### config.mk
export PLATFORM = sky130hd
export DESIGN_NAME = memory_fetch_unit
export DESIGN_NICKNAME = d
export VERILOG_FILES = /design/src/rtl/memory_fetch_unit_pkg.sv /design/src/rtl/memory_fetch_unit.sv
export SDC_FILE = /design/constraint.sdc
export NUM_CORES = 1
export LEC_CHECK = 0
export ABC_AREA = 1
export CORE_MARGIN = 2
export CORE_UTILIZATION = 54
export CTS_BUF_LIST = sky130_fd_sc_hd__clkbuf_4 sky130_fd_sc_hd__clkbuf_8
export DETAILED_ROUTE_END_ITERATION = 12
export PLACE_DENSITY = 0.88
export SYNTH_ARGS = -nofsm -noshare
export SYNTH_HDL_FRONTEND = slang
export SYNTH_SLANG_ARGS = --single-unit
### constraint.sdc
create_clock -name clk -period 3.7 [get_ports clk]
set_clock_uncertainty 0.1 [all_clocks]
set_input_delay 0.37 -clock clk [delete_from_list [all_inputs] [get_ports clk]]
set_output_delay 0.37 -clock clk [all_outputs]
set_load 0.01 [all_outputs]
### src/rtl/memory_fetch_unit_pkg.sv
// Shared definitions for the memory fetch unit: FSM state encoding and fetch length codes.
package memory_fetch_unit_pkg;

  typedef enum logic [2:0] {
    S_IDLE    = 3'd0,
    S_REQ_LO  = 3'd1,
    S_REQ_HI  = 3'd2,
    S_CAPT_LO = 3'd3,
    S_CAPT_HI = 3'd4,
    S_DONE    = 3'd5
  } fetch_state_t;

  localparam logic LEN_BYTE = 1'b0;
  localparam logic LEN_WORD = 1'b1;

endpackage

### src/rtl/memory_fetch_unit.sv
// One- or two-byte little-endian memory fetch with optional per-byte address-increment strobes.
module memory_fetch_unit
  import memory_fetch_unit_pkg::*;
(
  input  logic        clk,
  input  logic        rst,
  input  logic        start,
  input  logic        len,
  input  logic        inc_en,
  input  logic [15:0] addr_in,
  input  logic [7:0]  mem_data,
  output logic [15:0] mem_addr,
  output logic        mem_re,
  output logic        addr_inc,
  output logic [15:0] data_out,
  output logic        done,
  output logic        busy
);

  fetch_state_t state;
  logic [15:0]  base_q;
  logic         len_q;
  logic         inc_en_q;
  logic [15:0]  addr_hi;

  // Second byte address wraps naturally at 16 bits.
  assign addr_hi = base_q + 16'd1;

  // Outputs are registered together with the state they belong to, so
  // mem_re/mem_addr/addr_inc/done/busy always match the current state.
  always_ff @(posedge clk) begin
    if (rst) begin
      state    <= S_IDLE;
      base_q   <= 16'h0000;
      len_q    <= LEN_BYTE;
      inc_en_q <= 1'b0;
      data_out <= 16'h0000;
      mem_addr <= 16'h0000;
      mem_re   <= 1'b0;
      addr_inc <= 1'b0;
      done     <= 1'b0;
      busy     <= 1'b0;
    end else begin
      mem_re   <= 1'b0;
      mem_addr <= 16'h0000;
      addr_inc <= 1'b0;
      done     <= 1'b0;
      case (state)
        S_IDLE: begin
          if (start) begin
            base_q   <= addr_in;
            len_q    <= len;
            inc_en_q <= inc_en;
            state    <= S_REQ_LO;
            busy     <= 1'b1;
            mem_re   <= 1'b1;
            mem_addr <= addr_in;
            addr_inc <= inc_en;
          end
        end
        S_REQ_LO: begin
          if (len_q == LEN_WORD) begin
            state    <= S_REQ_HI;
            mem_re   <= 1'b1;
            mem_addr <= addr_hi;
            addr_inc <= inc_en_q;
          end else begin
            state <= S_CAPT_LO;
          end
        end
        S_REQ_HI: begin
          data_out[7:0] <= mem_data;
          state         <= S_CAPT_HI;
        end
        S_CAPT_HI: begin
          data_out[15:8] <= mem_data;
          state          <= S_DONE;
          done           <= 1'b1;
        end
        S_CAPT_LO: begin
          data_out <= {8'h00, mem_data};
          state    <= S_DONE;
          done     <= 1'b1;
        end
        S_DONE: begin
          state <= S_IDLE;
          busy  <= 1'b0;
        end
        default: begin
          state <= S_IDLE;
          busy  <= 1'b0;
        end
      endcase
    end
  end

endmodule

==> results of run 1 <==
## cells by family after synthesis
family	share of synthesized area, %
buffers and inverters	8.93
and+or+nand+nor	27.1
DFF	47.1
AOI/OAI and AO/OA	16.4
adders and majority gates	0.516
## state kept, by name (all words and copies together), names as in the netlist
register and cells:
mem_re 1, done 1, state 3, busy 1, base_q 16, mem_addr 16, len_q 1, addr_inc 1
data_out 16, inc_en_q 1
## Yosys cell counts, types with 3 or more instances
library cell,number,area (sq um)
inv_1,32,120
a21oi_1,51,255
a21oi_2,3,26.3
nand3_1,27,135
clkbuf_1,6,22.5
inv_2,3,11.3
nor2_4,4,45.0
buf_6,4,45.0
dfxtp_1,57,1140
nor2_1,25,93.8
nand2_1,73,274
o21ai_0,10,50.1
## power groups by stage
stage	logic, uW	registers (uW)	clock network (uW)
after floorplan	150	717	0
after detailed placement	256	715	0
final	258	702	467
after CTS	259	702	472
after global placement	247	712	0
after global routing	287	708	502
## per-layer routing
metal  routed length (um)  vias to the layer above  track usage [%]
met5                    0                        -                0
met4                  195                        0             14.9
met3                  346                       19             5.41
met2                 2790                       78             41.5
met1                 2330                     1084             29.2
li1                     -                     1172                -
## critical path: stages, from the launching register on
cell and delay, ns:
dfxtp_1 0.65, nor2_4 0.11, nand2_4 0.27, clkinv_1 0.38, nand2_1 0.22, a21oi_1 0.09
## metrics by stage
| stage | cells | hold slack (ns) | total power (uW) | utilization (%) |
|---|---|---|---|---|
| floorplan | 321 | 0.343 | 868 | - |
| global placement | 426 | 0.348 | 959 | 70.5 |
| detailed placement | 426 | 0.359 | 971 | 70.5 |
| CTS | 440 | 0.368 | 1430 | 74.1 |
| global route | 440 | 0.387 | 1500 | 74.1 |
| finish | 440 | 0.368 | 1430 | 74.1 |
## area by class of cell
| class | count | area, sq um |
|---|---|---|
| fill | 350 | 1120 |
| tap | 52 | 65.1 |
| clock inverter | 4 | 22.5 |
| sequential | 57 | 1140 |
| clock buffer | 10 | 131 |
| timing repair buffer | 64 | 636 |
| multi-input combinational | 216 | 1070 |
| inverter | 37 | 141 |
## how the worst max path moves through the flow
| stage | endpoint | slack, ns | cells after the start | startpoint |
|---|---|---|---|---|
| floorplan | mem_addr[6] | 2.36 | 6 | base_q[0] |
| global placement | mem_addr[6] | 1.67 | 5 | start |
| detailed placement | mem_addr[6] | 1.59 | 5 | start |
| CTS | mem_addr[6] | 1.70 | 5 | state[2] |
| global route | mem_addr[6] | 1.53 | 5 | state[2] |
| finish | mem_addr[6] | 1.70 | 5 | state[2] |
## placed cells by master, fill, tap and decap left out
master | synthesis | final
nand2_2 | 2 | 2
inv_1 | 32 | 32
dfxtp_1 | 57 | 57
a221oi_1 | 1 | 1
inv_2 | 3 | 3
nor2_4 | 4 | 4
clkbuf_8 | 0 | 9
clkinv_1 | 1 | 1
nand2_1 | 73 | 73
a21oi_2 | 3 | 3
clkinvlp_4 | 0 | 1
clkbuf_4 | 0 | 1
a21o_1 | 1 | 1
nor3_1 | 1 | 1
or2_2 | 2 | 2
nor2_1 | 25 | 25
a21oi_1 | 51 | 51
a211oi_2 | 1 | 1
o21bai_1 | 2 | 2
nor2_2 | 2 | 2
clkinv_2 | 0 | 3
nor3_2 | 2 | 2
inv_4 | 1 | 1
nand2_4 | 2 | 2
nand3_1 | 27 | 27
clkdlybuf4s50_1 | 0 | 63
nand4_1 | 2 | 2
o21ai_0 | 10 | 10
o31ai_1 | 1 | 1
ha_1 | 1 | 1
nand3_2 | 1 | 1
o211ai_1 | 2 | 2
buf_2 | 0 | 1
==> metrics.md, run 1 <==
| Metric | Value |
|---|---|
| Outcome | `finished, final reports clean` |
| Clock root buffer master | `clkbuf_8` |
| Global Route Usage Sum | `24.9%` |
| Pre-CTS setup slack | `1.59 ns` |
| Worst-path maximum fanout | `29` |
| Seq/Total Area, Yosys | `47.1%` |
| Average size of a mapped cell | `7.55 sq um` |
| Sw power | `407 uW` |
| Clk Latency, worst-skew pair | `0.34 ns` |
| Via count | `2353` |
| Cts bufs inserted | `9` |
| Max IR drop VDD | `0.281 mV` |
| CTS Sinks | `57` |
| RSZ-0062 raised after global routing | `no` |
| Worst reg2reg startpoint | `state[2]` |
| Dpl cell area | `0.00305 sq mm` |
| Num ports | `65` |
| Ys Warns | `0` |
| Worst slew pin tran | `0.998 ns` |
| Mapped cell area | `0.00242 sq mm` |
| DIE HEIGHT | `71.0 um` |
| Antenna cells | `0` |
| R2R depth | `5` |
| #FFs+latches synth | `57` |
| Synth Flop Type | `dfxtp_1` |
| Async SR Flop Fraction | `0%` |
| CP endpoint kind | `flop` |
| DP HPWL | `3890 um` |
| IO Port Bufs | `64` |
| Max clock buf depth | `2` |
| ANT nets after route | `0` |
| Vias in the first global route | `2218` |
| Combinational share of power | `18.1%` |
| Max_cap viols | `0` |
| Global-route wire length before repair | `9880 um` |
| Final instance area | `0.00320 sq mm` |
| Rel. slew slack | `33.4%` |
| Chip width | `71.0 um` |
| CTS tree | `yes` |
| Internal power | `1020 uW` |
| Remaining global-route overflow | `0` |
| Core ar. | `0.00432 sq mm` |
| CP arrival | `2.08 ns` |
| Post-synthesis cell type count | `30` |
| Reg2reg setup slack | `1.70 ns` |
| Initial detailed-routing violation count | `167` |
| Worst path required time | `3.78 ns` |
| Switching Fraction | `28.6%` |
| Wirelength, routed | `5660 um` |
| Reg2reg end | `mem_addr[6]` |
| Vias per cell | `5.35` |
| Antenna violations before repair | `0` |
| Setup TNS | `0 ns` |
| Share of power burned in registers | `49.2%` |
| Clk pin slew, worst setup/hold paths | `0.06 ns` |
| HP Class | `reg2reg` |
| Syn_nets | `351` |
| Postcts setup bufs | `0` |
| Final WS setup | `1.70 ns` |
| DRC Markers | `0` |
| WHS Path Cells | `2` |
| Placer Congestion | `0.816` |
| Die footprint | `0.00504 sq mm` |
| Wire per inst | `12.9 um` |
| Pwr Density | `445 mW/mm^2` |
| Layout cells sized above 1 | `9.79%` |
| Static Leak | `0.00122 uW` |
| Largest net degree at the start of global routing | `58` |
| Pre-Repair DR Iteration Count | `4` |
| Final period util | `54.1%` |
| Post-CTS Resized | `0` |
| Hold Path End | `inc_en_q` |
| Final Max Tran Viols | `0` |
| Layout area overhead | `32.2%` |
| Final Hold Viols | `0` |
| Clock power share | `32.7%` |
| Layout Nets | `415` |
| Path type of the worst setup path | `reg2reg` |
| Number of rows in the core area | `24` |
| Post-synth EDFFs | `0` |
| Hold_sp | `inc_en_q` |
| Starting Density | `56.0%` |
| Minimum clock period | `2.00 ns` |
| Post-Syn Instances | `321` |
| Htree depth | `3` |
| Worst setup SP type | `flop` |
| Endpoints failing setup | `0` |
| Fmax achieved | `0.499 GHz` |
| Post-CTS Hold Fix Bufs | `0` |
No activity file was read; power rests on OpenSTA's default activity.
==> run 2: changes to the inputs <==
CORE_UTILIZATION = 50   (was 54)
PLACE_DENSITY = 0.82   (was 0.88)
clock period = 1.9 ns   (was 3.7 ns; I/O delays follow)
==> metrics.md, run 2 (synthesized netlist as in run 1, its figures left out) <==
| Metric | Value |
|---|---|
| Remaining global-route overflow | `0` |
| Post-CTS Hold Fix Bufs | `0` |
| Final instance area | `0.00324 sq mm` |
| HP Class | `in2reg` |
| CP arrival | `1.72 ns` |
| Final Max Tran Viols | `0` |
| Final WS setup | `0.270 ns` |
| Commonest non-fill, non-tap cell in the layout | `nand2_1` |
| Postcts setup bufs | `0` |
| Num ports | `65` |
| Placer Congestion | `0.860` |
| Endpoints failing setup | `0` |
| RSZ-0062 raised after global routing | `no` |
| Reg2reg setup slack | `0.27 ns` |
| Layout Nets | `418` |
| DIE HEIGHT | `73.6 um` |
| Fin util | `69.1%` |
| DP HPWL | `3820 um` |
| Pre-CTS setup slack | `0.243 ns` |
| Clk pin slew, worst setup/hold paths | `0.06 ns` |
| Final Hold Viols | `0` |
| Crit path buffers/inverters | `2` |
| Biggest regs | `base_q (16), data_out (16), mem_addr (16)` |
| Pwr Density | `866 mW/mm^2` |
| CTS Sinks | `57` |
| Static Leak | `0.00124 uW` |
| Clock root buffer master | `clkbuf_8` |
| Die footprint | `0.00542 sq mm` |
| Largest stage delay, worst path | `0.40 ns` |
| Pre-Repair DR Iteration Count | `4` |
| Max_cap viols | `0` |
| IO Port Bufs | `64` |
| CP endpoint kind | `flop` |
| Starting Density | `51.7%` |
| Max clock buf depth | `2` |
| Antenna cells | `0` |
| Vias per cell | `5.09` |
| Wire per inst | `12.1 um` |
| Antenna violations before repair | `0` |
| Outcome | `finished, final reports clean` |
| Via count | `2256` |
| CP Cell Sequence | `inv_4, nand2_4, nor2_4, nand2_4, clkinv_1, nand2_1, a21oi_1` |
| Slowest CP cell | `dfxtp_1` |
| Worst slew pin tran | `0.455 ns` |
| Global-route wire length before repair | `8530 um` |
| Post-CTS Resized | `0` |
| Max IR drop VDD | `0.566 mV` |
| Final period util | `85.8%` |
| Cts bufs inserted | `9` |
| Global Route Usage Sum | `20.8%` |
| DRC Markers | `0` |
| Crit-path leading delay family | `simple AND/OR/NAND/NOR gates` |
| Vias in the first global route | `2015` |
| Worst setup SP type | `flop` |
| Highest-count cells in the layout ignoring fill and taps | `nand2_1, clkdlybuf4s50_1, dfxtp_1` |
| Fmax achieved | `0.613 GHz` |
| Wirelength, routed | `5340 um` |
| Rel. slew slack | `69.7%` |
| Dpl cell area | `0.00309 sq mm` |
| Worst-path maximum fanout | `12` |
| Clk Latency, worst-skew pair | `0.33 ns` |
| Layout cells sized above 1 | `10.0%` |
| ANT nets after route | `0` |
| Worst path required time | `1.99 ns` |
| Initial detailed-routing violation count | `93` |
| CTS tree | `yes` |
| Core ar. | `0.00469 sq mm` |
| Layout area overhead | `33.8%` |
| Chip width | `73.6 um` |
| Number of rows in the core area | `25` |
| Largest net degree at the start of global routing | `34` |
| Setup TNS | `0 ns` |
| Minimum clock period | `1.63 ns` |
| Htree depth | `3` |
| Fillers | `399` |
| Most used cell, CP | `nand2_4` |
| Path type of the worst setup path | `reg2reg` |
[run 2: cell count changes in the layout (fill, tap and decap cells not counted), sizes merged]
| cell | previous run | this run |
|---|---|---|
| buf | 1 | 4 |
| clkinv | 4 | 2 |
| clkbuf | 10 | 11 |
| clkinvlp | 1 | 0 |
[run 2: path summary, 6_finish.rpt]
path,from,end,cells past startpoint
worst max register to register,state[1],mem_addr[14],7
worst min register to register,busy,busy,2
worst min-delay path,rst,base_q[6],2
worst max-delay path,state[1],mem_addr[14],7
[run 2: area by class of cell]
cell class	count	area, sq um	area share, %
flip-flops and latches	57	1140	35.2
inverters	37	141	4.36
clock buffers	11	151	4.67
clock inverters	1	5.00	0.154
multi-input cells	216	1070	32.9
repair buffers	67	671	20.7
well taps	54	67.6	2.08
[run 2: worst reg2reg max path, cell delays in order, from the launching register on]
cell      delay, ns
dfxtp_1        0.40
inv_4          0.09
nand2_4        0.11
nor2_4         0.05
nand2_4        0.14
clkinv_1       0.32
nand2_1        0.20
a21oi_1        0.09
[run 2: layer usage]
layer	GRT usage (%)	vias to the layer above	part of all wire, %
li1	-	1174	-
met1	24.5	1004	45
met2	33.5	69	48
met3	7.00	9	5.6
met4	10.3	0	1.6
met5	0	-	0
[run 2: metrics by stage]
stage	instances	total power [uW]	hold slack, ns
floorplan	321	1690	0.237
global placement	431	1880	0.348
detailed placement	431	1900	0.359
CTS	443	2830	0.186
global route	443	2940	0.195
finish	443	2810	0.194
[run 2: power breakdown]
| group | internal, uW | total, uW | switching (uW) | leakage (uW) |
|---|---|---|---|---|
| registers | 1290 | 1360 | 69.2 | 0.000465 |
| clock network | 512 | 937 | 425 | 0.0000830 |
| logic | 240 | 510 | 270 | 0.000695 |
| total | 2040 | 2810 | 764 | 0.00124 |
==> variant: new RTL, settings of run 2 <==
Encoding of `fetch_state_t`: now one-hot (6 bits for 6 states).
--- a/src/rtl/memory_fetch_unit_pkg.sv
+++ b/src/rtl/memory_fetch_unit_pkg.sv
@@ -2,11 +2,11 @@
 package memory_fetch_unit_pkg;
 
-  typedef enum logic [2:0] {
-    S_IDLE    = 3'd0,
-    S_REQ_LO  = 3'd1,
-    S_REQ_HI  = 3'd2,
-    S_CAPT_LO = 3'd3,
-    S_CAPT_HI = 3'd4,
-    S_DONE    = 3'd5
+  typedef enum logic [5:0] {
+    S_IDLE    = 6'b000001,
+    S_REQ_LO  = 6'b000010,
+    S_REQ_HI  = 6'b000100,
+    S_CAPT_LO = 6'b001000,
+    S_CAPT_HI = 6'b010000,
+    S_DONE    = 6'b100000
   } fetch_state_t;
 
Formal check against the unedited RTL: no difference found for any inputs over 10 cycles, from zero or initial values and one cycle with rst high; not proved beyond that.
==> variant against run 2 <==
Sequential share of layout area increased by 0.60 points. Highest routed layer unchanged. Area after synthesis increased by 1.4%. Routed wire length increased by 5.9%. Total power decreased by 2.7%. Utilization increased by 2.0 points. Critical path depth unchanged. Via count increased by 5.2%. Critical path type unchanged. Critical endpoint is now mem_addr[8]. Final area increased by 3.5%. Cell count increased by 7.4%. Worst setup slack got worse by 0.016 ns. Count of clock-buffer cells in the layout increased by 1. Sequential cell count increased by 3. First-iteration DRC count increased by 48%. Largest cell class unchanged.
==> variant: results (changes against run 2) <==
final hold slack=0.3377 ns (+0.1442 ns); CP Data Arrival Time=1.80 ns (+0.08 ns); cell family with most CP delay=simple AND/OR/NAND/NOR gates; Layout fillers=391 (-2.0%); post-CTS setup buffers=0 (unchanged); peak supply drop=0.4882 mV (-14%); Crit-path slowest cell=dfxtp_1; clock-pin slew on the worst setup and hold paths=around 0.07 ns; DR iter-0 viols=138 (+48%); global-route wire length before repair=9.742 mm (+14%); synth top area cells=dfxtp_1 (49%), nand2_1 (11%), a21oi_1 (9.4%), nor2_1 (9.0%), nand3_1 (5.3%); PostCTS Resize Cnt=0 (unchanged); Max transition margin=0.7001 (+0.003552); average wire per standard cell=11.88 um (-1.4%); H-tree level count=3 (unchanged); dpl hpwl=3.949 mm (+3.3%); n_diodes=0 (unchanged); asr flop ratio synth=0 (unchanged); Yosys top cell by area=dfxtp_1; number of global-route vias before repair=2356 (+17%); cts hold-fix bufs=0 (unchanged); YS warnings=0 (unchanged); Pre-antenna DRT Iters=4 (unchanged); Seq/Total Area, Yosys=0.4885 (+0.01772); Synth cell types=24 (-20%); reg-to-reg slack, setup=0.25 ns (-0.02 ns); Num CTS Buffers=9 (unchanged); Commonest cells post-synth=nand2_1 (75), dfxtp_1 (60), nor2_1 (59), a21oi_1 (46), nand3_1 (26); worst reg2reg path endpoint=mem_addr[8]; clk buf depth=2 (unchanged); Static Leak=1.337 nW (+7.5%); worst skew pair latency=0.33 ns (about the same); Total GRT Usage=0.2297 (+0.02211); port buffer count=64 (unchanged); routability cong.=0.8954 (+4.1%); pre-CTS setup slack=0.2850 ns (+0.04245 ns); Layout Nets=434 (+3.8%); syn nets=366 (+4.3%); FF-to-FF Start=base_q[0]; Worst path max stage delay=0.38 ns (-0.02 ns); Largest regs=base_q x16, data_out x16, mem_addr x16; CP max FO=10 (-2); Reg2Reg Depth=7 (unchanged); largest net degree at the start of global routing=40 (+18%); worst hold stages=3 (+1); most frequent cell after synthesis=nand2_1; vias=2374 (+5.2%); status=finished clean; DRC Markers=0 (unchanged); share of cells above drive strength 1=0.07824 (-0.02202); Endpoint, Worst Hold=base_q[6]; Clock Tree Root=clkbuf_8; HP Start=addr_in[6]
variant: cell count changes in the layout (fill, tap and decap cells not counted), sizes merged, moves of 4 or more:
| cell | before | now |
|---|---|---|
| a21oi | 54 | 46 |
| nor2 | 31 | 63 |
| inv | 36 | 27 |
| nand4 | 2 | 6 |
variant: cell type report:
| type | count | area, um2 | share of cell area |
|---|---|---|---|
| flip-flops and latches | 60 | 1201 | 0.3578 |
| repair buffers | 68 | 683.2 | 0.2035 |
| multi-input cells | 237 | 1096 | 0.3265 |
| clock buffers | 12 | 165.2 | 0.04920 |
| clock inverters | 4 | 22.52 | 0.006709 |
| inverters | 28 | 105.1 | 0.03131 |
| well taps | 67 | 83.83 | 0.02497 |
variant: worst max-delay path by stage:
stage                    to  slack (ns)  depth (start not counted)       from
3_3_place_gp      base_q[4]        0.31                          5      start
6_report        mem_addr[8]        0.25                          7  base_q[0]
5_1_grt        mem_addr[12]        0.08                          7  base_q[1]
2_1_floorplan   mem_addr[8]        0.56                          7  base_q[0]
3_5_place_dp    mem_addr[9]        0.29                          5      start
4_1_cts         mem_addr[8]        0.25                          7  base_q[0]
variant: tightest hold or removal path: cells and delay by family:
family                 cells  cell delay, ns
AND/OR/NAND/NOR            1            0.08
AO/OA/AOI/OAI              1            0.06
buffers and inverters      1            0.39
variant: power breakdown:
part           internal (mW)  leakage (nW)  switching [mW]
registers               1.32         0.489          0.0417
logic                  0.153         0.751           0.164
clock network          0.573        0.0982           0.485
variant: cells by family (layout without fill, tap and decap cells):
group / count (synthesis) / count (layout) / share of synthesized area
buffers and inverters: 39 / 112 / 0.06565
AO/OA/AOI/OAI: 59 / 59 / 0.1232
adder cells (fa/ha/maj): 1 / 1 / 0.005088
flip-flops: 60 / 60 / 0.4885
AND/OR/NAND/NOR: 174 / 174 / 0.3069
XOR/XNOR: 3 / 3 / 0.01069
variant: metal layers:
layer / track usage / vias up / share of wire
met2: 0.3909 / 73 / 0.48
met3: 0.07453 / 4 / 0.076
met5: 0 / - / 0
met1: 0.2615 / 1071 / 0.44
li1: - / 1226 / -
met4: 0.1071 / 0 / 0.0076
variant: stage by stage:
stage,instance area [um2],cells
4_1_cts,3357,476
3_5_place_dp,3169,460
3_3_place_gp,3169,460
2_1_floorplan,2459,336
5_1_grt,3357,476
6_report,3357,476
